### src/rtl/mem_arbiter.sv
// Arbitrates I-cache reads and D-cache reads/writes onto one physical-memory port; D has priority with an I-starvation burst cap.
// Latency: grant one cycle after request, port resp in the same cycle as pmem_resp, at least one idle cycle between grants.
// Backpressure: requesters hold their level request until their resp; pmem stalls simply by withholding pmem_resp.
module mem_arbiter #(
    parameter int ADDR_WIDTH = 16,
    parameter int LINE_WIDTH = 128,
    parameter int D_BURST    = 2
) (
    input  logic                  clk,
    input  logic                  reset,
    input  logic                  i_mem_read,
    input  logic [ADDR_WIDTH-1:0] i_mem_address,
    output logic [LINE_WIDTH-1:0] i_mem_rdata,
    output logic                  i_mem_resp,
    input  logic                  d_mem_read,
    input  logic                  d_mem_write,
    input  logic [ADDR_WIDTH-1:0] d_mem_address,
    input  logic [LINE_WIDTH-1:0] d_mem_wdata,
    output logic [LINE_WIDTH-1:0] d_mem_rdata,
    output logic                  d_mem_resp,
    output logic                  pmem_read,
    output logic                  pmem_write,
    output logic [ADDR_WIDTH-1:0] pmem_address,
    output logic [LINE_WIDTH-1:0] pmem_wdata,
    input  logic [LINE_WIDTH-1:0] pmem_rdata,
    input  logic                  pmem_resp
);

    typedef enum logic [1:0] {
        IDLE    = 2'd0,
        SERVE_I = 2'd1,
        SERVE_D = 2'd2
    } state_t;

    localparam logic [2:0] D_BURST_LIM = 3'(D_BURST);

    state_t     state;
    state_t     state_nxt;
    logic [2:0] d_streak;
    logic [2:0] d_streak_nxt;
    logic       d_req;

    assign d_req       = d_mem_read | d_mem_write;
    assign i_mem_rdata = pmem_rdata;
    assign d_mem_rdata = pmem_rdata;

    always_ff @(posedge clk) begin
        if (reset) begin
            state    <= IDLE;
            d_streak <= 3'd0;
        end else begin
            state    <= state_nxt;
            d_streak <= d_streak_nxt;
        end
    end

    always_comb begin
        state_nxt    = state;
        d_streak_nxt = d_streak;
        pmem_read    = 1'b0;
        pmem_write   = 1'b0;
        pmem_address = '0;
        pmem_wdata   = '0;
        i_mem_resp   = 1'b0;
        d_mem_resp   = 1'b0;
        case (state)
            IDLE: begin
                if (d_req && (!i_mem_read || d_streak < D_BURST_LIM)) begin
                    state_nxt = SERVE_D;
                end else if (i_mem_read) begin
                    state_nxt = SERVE_I;
                end
            end
            SERVE_D: begin
                // Address/data pass through live so an indirect pair's second address lands after the resp.
                pmem_read    = d_mem_read;
                pmem_write   = d_mem_write;
                pmem_address = d_mem_address;
                pmem_wdata   = d_mem_wdata;
                d_mem_resp   = pmem_resp;
                if (pmem_resp) begin
                    state_nxt = IDLE;
                    if (i_mem_read) begin
                        d_streak_nxt = (d_streak == 3'd7) ? 3'd7 : d_streak + 3'd1;
                    end else begin
                        d_streak_nxt = 3'd0;
                    end
                end
            end
            SERVE_I: begin
                pmem_read    = 1'b1;
                pmem_address = i_mem_address;
                i_mem_resp   = pmem_resp;
                if (pmem_resp) begin
                    state_nxt    = IDLE;
                    d_streak_nxt = 3'd0;
                end
            end
            default: state_nxt = IDLE;
        endcase
    end

endmodule

### config.mk
export PLATFORM = sky130hd
export DESIGN_NAME = mem_arbiter
export DESIGN_NICKNAME = d
export VERILOG_FILES = /design/src/rtl/mem_arbiter.sv
export SDC_FILE = /design/constraint.sdc
export NUM_CORES = 1
export LEC_CHECK = 0
export ABC_AREA = 1
export BUFFER_PORTS_ARGS = -buffer_cell sky130_fd_sc_hd__buf_2
export CORE_AREA = 3 3 268 270
export CTS_CLUSTER_DIAMETER = 50
export DETAILED_ROUTE_END_ITERATION = 10
export DIE_AREA = 0 0 271 273
export PLACE_DENSITY_LB_ADDON = 0.25
export SETUP_SLACK_MARGIN = 0.05
export SLEW_MARGIN = 25
export SYNTH_ARGS = -nofsm -noshare
export SYNTH_HDL_FRONTEND = slang
export SYNTH_SLANG_ARGS = --single-unit
### constraint.sdc
create_clock -name clk -period 4.3 [get_ports clk]
set_input_delay 0.86 -clock clk [delete_from_list [all_inputs] [get_ports clk]]
set_output_delay 0.86 -clock clk [all_outputs]
set_load 0.01 [all_outputs]
==> flow_summary.yaml, run 1 <==
pwr:
  intPower_w: 0.0003603
  netSwitchingPower_w: 0.0003189
  leakagePower_nw: 3.091
  peakVddDrop_mv: 0.1283
  netSwitchingFraction: 0.4695
  p_clk_frac: 0.226
  power.share.combinational: 0.698
  p_seq_frac: 0.076
  powerDensity_nw_per_um2: 152.0
floorplan:
  die_x_um: 271
  die_area_um2: 73980
  pin_count: 698
  start_util: 0.05192
  core_area_um2: 69790
  rows: 97
  die_h_um: 273
layout:
  fin_area_um2: 4468
  area_growth_pct: 23.31
  drive_above_1_share: 0.4761
  final_nets: 991
  final_cell_mix: "buf_2 (313), nand2_1 (168), inv_1 (140), a21oi_1 (22), nor2_1 (14)"
  finalNonFillerCells: 1633
  final_common_cell: "buf_2"
logic_synthesis:
  yosys_warnings: 0
  synth_nets: 936
  synthCells: 637
  ys_types: 14
  syn_area_per_cell_um2: 5.688
  ys_ff_latch: 5
  yosysSeqAreaShare: 0.02762
  syn_area_um2: 3623
global_route:
  grtUsageMet1: 0.04188
  use_met3: 0.03055
  busiest_layer: "met2"
  grt_pass1_wl_mm: 23.66
  grtUsageMet2: 0.07171
  antenna_found_initial: 7
  grt_pass1_vias: 3498
  grt-ovfl-total: 0
  grt_max_degree: 74
  grt_use_total: 0.04436
status:
  status: "finished, final reports clean"
routing:
  routed_wirelength_mm: 18.27
  drtIter0Drc: 59
  antenna_left: 0
  drtPass1Iterations: 4
  vias: 3560
  avgRoutedWirePerCell_um: 11.19
  viasPerCell: 2.180
  drc_errors: 0
clock_network:
  htree_num_levels: 1
  cts_tree: "yes"
  cts_root_buf: "clkbuf_16"
  cts_buffers: 3
  cts_resized: 0
  cts_buffer_depth: 2
  clock_latency_ns: 0.23
  clkSinkCount: 5
  clkSlewWorstSetupHoldPaths_ns: 0.03
  ctsHoldBuffers: 0
  post_cts_buffers: 0
timing:
  final.min_clock_period_ns: 2.903
  finalSetupViolCount: 0
  timing.fmax_ghz: 0.3445
  worst_slew_pin_slew_ns: 0.4683
  relSlewSlack: 0.6878
  finalHoldViolCount: 0
  rsz0062_at_grt: "false"
  final.period_utilization: 0.6751
  slew_violations: 0
  skew_ns: 0.002482
  tns_ns: 0
placement:
  routabilityCongestion: 0.7101
  port_buffers: 313
  hpwl_mm: 16.08
  placed_area_um2: 4384
  placed_cells: 1627
worst_setup_path:
  critPathKind: "reg -> out"
  critPathLaunchType: "flop"
  arrival_ns: 2.04
  cp_max_fo: 73
  worstSetupEndpointType: "primary output"
  reg2reg_depth: 6
  critPathRequiredTime_ns: 3.44
min_path:
  min_path_cells: 2
  min_path_type: "reg -> reg"
flow_run:
  maxCapViolCount: 0
synth_stat cells:
cell | count | area (µm²)
inv_1 | 140 | 525.5
nor2_1 | 14 | 52.55
buf_6 | 10 | 112.6
clkinv_1 | 1 | 3.750
buf_2 | 2 | 10.01
o21bai_1 | 2 | 15.01
a21oi_1 | 22 | 110.1
buf_4 | 262 | 1967
o21ai_0 | 2 | 10.01
ha_1 | 5 | 62.56
dfxtp_1 | 5 | 100.1
nand3_1 | 3 | 15.01
o21ai_2 | 1 | 8.760
nand2_1 | 168 | 630.6
power by group through the flow:
| stage | registers, W | clock network [W] | logic, W |
|---|---|---|---|
| after floorplan | 0.0000511 | 0 | 0.000485 |
| after detailed placement | 0.0000520 | 0 | 0.000483 |
| final | 0.0000513 | 0.000154 | 0.000474 |
| after global routing | 0.0000518 | 0.000157 | 0.000527 |
| after CTS | 0.0000514 | 0.000154 | 0.000485 |
| after global placement | 0.0000520 | 0 | 0.000492 |
cell families (layout without fill, tap and decap cells):
group	count (synthesis)	count (layout)	synth area share
compound gates	27	27	0.03971
other cells	0	2	0
simple gates	185	185	0.1927
flops	5	5	0.02763
buf+inv	415	469	0.7227
fa+ha+maj	5	5	0.01727
per-stage QoR:
step	hold slack (ns)	util	setup WS [ns]	total power, W
floorplan	0.4515	-	2.199	0.0005360
global placement	0.4897	0.06282	1.477	0.0005441
detailed placement	0.4756	0.06282	1.551	0.0005347
CTS	0.4825	0.06395	1.314	0.0006903
global route	0.5190	0.06399	1.234	0.0007353
finish	0.4819	0.06403	1.397	0.0006792
final timing paths:
kind | end | from | slack [ns]
worst max-delay path | pmem_address[15] | state[0]$_SDFFE_PP0P_ | 1.40
worst min-delay path | d_streak[2]$_SDFFE_PP0P_ | d_streak[2]$_SDFFE_PP0P_ | 0.48
worst max register to register | d_streak[2]$_SDFFE_PP0P_ | state[1]$_SDFFE_PP0P_ | 2.81
worst min register to register | d_streak[2]$_SDFFE_PP0P_ | d_streak[2]$_SDFFE_PP0P_ | 0.48
metal layers:
layer	up-vias	share of wire
li1	1641	-
met2	463	0.42
met5	-	0.0035
met4	4	0.059
met3	68	0.21
met1	1384	0.30
worst max-delay path: stages, from the launching register on:
cell	delay (ns)
dfxtp_1	0.32
inv_1	0.14
ha_4	0.44
buf_12	0.30
nand2_1	0.12
a21oi_1	0.21
buf_2	0.17
cell type report:
cell class	instances	area (µm²)
fillers	8333	65320
well taps	940	1176
multi-input cells	217	917.1
flip-flops and latches	5	100.1
clock buffers	4	78.83
diodes	2	5.005
repair buffers	324	1662
inverters	141	529.3
registers in the layout, indices dropped and copies added, names as in the netlist:
| signal | cells |
|---|---|
| d_streak | 3 |
| state | 2 |
No activity file was read; power rests on OpenSTA's default activity.
==> run 2: changes to the inputs <==
--- a/config.mk
+++ b/config.mk
@@ -5,12 +5,12 @@
 export SDC_FILE = /design/constraint.sdc
 export NUM_CORES = 1
 export LEC_CHECK = 0
-export ABC_AREA = 1
+export ABC_AREA = 0
 export BUFFER_PORTS_ARGS = -buffer_cell sky130_fd_sc_hd__buf_2
-export CORE_AREA = 3 3 268 270
+export CORE_AREA = 3 3 273 275
 export CTS_CLUSTER_DIAMETER = 50
 export DETAILED_ROUTE_END_ITERATION = 10
-export DIE_AREA = 0 0 271 273
+export DIE_AREA = 0 0 276 278
 export PLACE_DENSITY_LB_ADDON = 0.25
 export SETUP_SLACK_MARGIN = 0.05
 export SLEW_MARGIN = 25
==> constraint.sdc (replaced) <==
create_clock -name clk -period 2.6 [get_ports clk]
set_input_delay 0.52 -clock clk [delete_from_list [all_inputs] [get_ports clk]]
set_output_delay 0.52 -clock clk [all_outputs]
set_load 0.01 [all_outputs]
==> flow_summary.yaml, run 2 <==
clock_network:
  clkSlewWorstSetupHoldPaths_ns: 0.03
  cts_tree: "yes"
  post_cts_buffers: 0
  clock_latency_ns: 0.23
  ctsHoldBuffers: 0
  cts_buffers: 3
  clkSinkCount: 5
  cts_root_buf: "clkbuf_16"
  htree_num_levels: 1
  cts_buffer_depth: 2
  cts_resized: 0
routing:
  dr_wl_met2_mm: 6.945
  drtIter0Drc: 107
  met3WireLength_mm: 2.753
  routed_wirelength_mm: 15.57
  antenna_left: 0
  viasPerCell: 2.047
  avgRoutedWirePerCell_um: 10.50
  wl_met1_mm: 5.090
  drtPass1Iterations: 4
  vias: 3033
  drc_errors: 0
  top_layer: "met5"
placement:
  dpl_worst_slack_ns: 0.5202
  hpwl_mm: 13.93
  placed_area_um2: 4193
  port_buffers: 313
  routabilityCongestion: 0.7660
logic_synthesis:
  syn_area_per_cell_um2: 7.069
  synth_top_area_cell: "buf_4"
  synth_nets: 776
  yosysSeqAreaShare: 0.02968
  synthCells: 477
  synthTopCellsByCount: "buf_4 (257), and2_1 (132), nor2b_1 (18)"
  async_flop_share: 0
  synth_edf_count: 0
  ys_ff_latch: 5
  yosysMostFrequentCell: "buf_4"
  ys_top_cells_by_area: "buf_4 (57%), and2_1 (24%), a22oi_1 (3.6%)"
  synth_top_cell_area_share: 0.5722
  syn_area_um2: 3372
  ys_types: 22
  synthFlopType: "dfxtp_1"
  yosys_warnings: 0
timing:
  final.period_utilization: 0.8698
  worst_slew_pin_slew_ns: 0.5425
  setup_slack_ns: 0.3384
  tns_ns: 0
  skew_ns: 0.0002208
  finalSetupViolCount: 0
  timing.fmax_ghz: 0.4422
  slew_violations: 0
  final.min_clock_period_ns: 2.262
  relSlewSlack: 0.6383
  rsz0062_at_grt: "false"
  finalHoldWorstSlack_ns: 0.4835
  finalHoldViolCount: 0
pwr:
  powerDensity_nw_per_um2: 236.6
  peakVddDrop_mv: 0.2622
  leakagePower_nw: 2.022
layout:
  final_cell_mix: "buf_2 (313), and2_1 (132), nor2b_1 (18), a22oi_1 (16), a21oi_1 (7)"
  multiInputGateArea_um2: 1276
  top_register: "d_streak"
  largest_reg_flops: 3
  reg.largest.list: "d_streak (3), state (2)"
  n_fill_cell: 8625
  area_growth_pct: 26.68
  final_common_cell: "buf_2"
  ff_latch_area_um2: 100.1
  utilization: 0.05885
  fin_area_um2: 4272
  antenna_cells: 0
  drive_above_1_share: 0.6157
  final_nets: 823
global_route:
  grt-ovfl-total: 0
  grt_max_degree: 92
  grt_pass1_vias: 2978
  antenna_found_initial: 10
  grt_pass1_wl_mm: 20.98
  grt_use_total: 0.03634
floorplan:
  rows: 99
  start_util: 0.04645
  die_area_um2: 76730
  core_area_um2: 72590
  pin_count: 698
  die_h_um: 278
  die_x_um: 276
worst_setup_path:
  crit_slowest_cell: "buf_4"
  critPathRequiredTime_ns: 2.08
  cp_max_fo: 58
  critPathKind: "reg -> out"
  arrival_ns: 1.74
  worstSetupEndpointType: "primary output"
  critPathLaunchType: "flop"
  cpPeakStageDelay_ns: 0.44
  cp_cell_sequence: "inv_1 > ha_4 > buf_4 > a22oi_1 > nor2b_1 > buf_2"
status:
  status: "finished, final reports clean"
min_path:
  min_path_type: "reg -> reg"
flow_run:
  maxCapViolCount: 0
==> run 2: cell count changes in the layout (fill, tap and decap cells not counted), sizes merged, moves of 2 or more <==
cell / delta
nand2: -165
a22oi: +16
buf: -7
nand2b: +2
nor2: -13
a21oi: -15
inv: -138
nand3: -3
diode: -2
nor2b: +18
and2: +132
o21bai: -2
==> run 2: per-layer routing <==
metal  track usage  vias up
met1       0.03723     1264
li1              -     1306
met3       0.02408       63
met4       0.01503        6
met2       0.05782      394
met5      0.006105        -
==> run 2: per-stage QoR <==
step	cells	total power [W]
3_5_place_dp	1478	0.0007781
4_1_cts	1482	0.001037
6_report	1482	0.001011
2_1_floorplan	477	0.0008073
5_1_grt	1482	0.001101
3_3_place_gp	1478	0.0007762
==> run 2: where the power goes <==
part / leakage [nW] / switching, W / internal [W] / total (W)
logic: 1.94 / 0.000357 / 0.000317 / 0.000674
registers: 0.0407 / 0.00000360 / 0.0000808 / 0.0000844
clock network: 0.0382 / 0.0000492 / 0.000203 / 0.000252
total: 2.02 / 0.000410 / 0.000601 / 0.00101
==> run 2: final timing paths <==
path | depth (start not counted) | slack [ns] | start | end
max | 6 | 0.34 | state[0]$_SDFFE_PP0P_ | pmem_address[0]
max reg2reg | 6 | 0.77 | state[0]$_SDFFE_PP0P_ | d_streak[1]$_SDFFE_PP0P_
min reg2reg | 2 | 0.48 | d_streak[0]$_SDFFE_PP0P_ | d_streak[0]$_SDFFE_PP0P_
min | 2 | 0.48 | d_streak[0]$_SDFFE_PP0P_ | d_streak[0]$_SDFFE_PP0P_
==> run 2: area by class of cell <==
| cell class | count | area share |
|---|---|---|
| Timing Repair Buffer | 317 | 0.3767 |
| Clock buffer | 4 | 0.01845 |
| Inverter | 2 | 0.001757 |
| Tap cell | 959 | 0.2809 |
| Sequential cell | 5 | 0.02343 |
| Multi-Input combinational cell | 195 | 0.2988 |
==> run 2: critical path, delay by kind of cell (launching register included) <==
kind	cells	cell delay (ns)
buffers and inverters	3	0.70
AO/OA/AOI/OAI	1	0.17
flip-flops	1	0.32
AND/OR/NAND/NOR	1	0.14
adder cells (fa/ha/maj)	1	0.16
==> run 2: cells by family after synthesis <==
| kind of cell | after synthesis | share of synthesized area |
|---|---|---|
| buffers and inverters | 277 | 0.5955 |
| and+or+nand+nor | 159 | 0.2935 |
| AOI/OAI and AO/OA | 31 | 0.06271 |
| adders and majority gates | 5 | 0.01855 |
| DFF | 5 | 0.02969 |
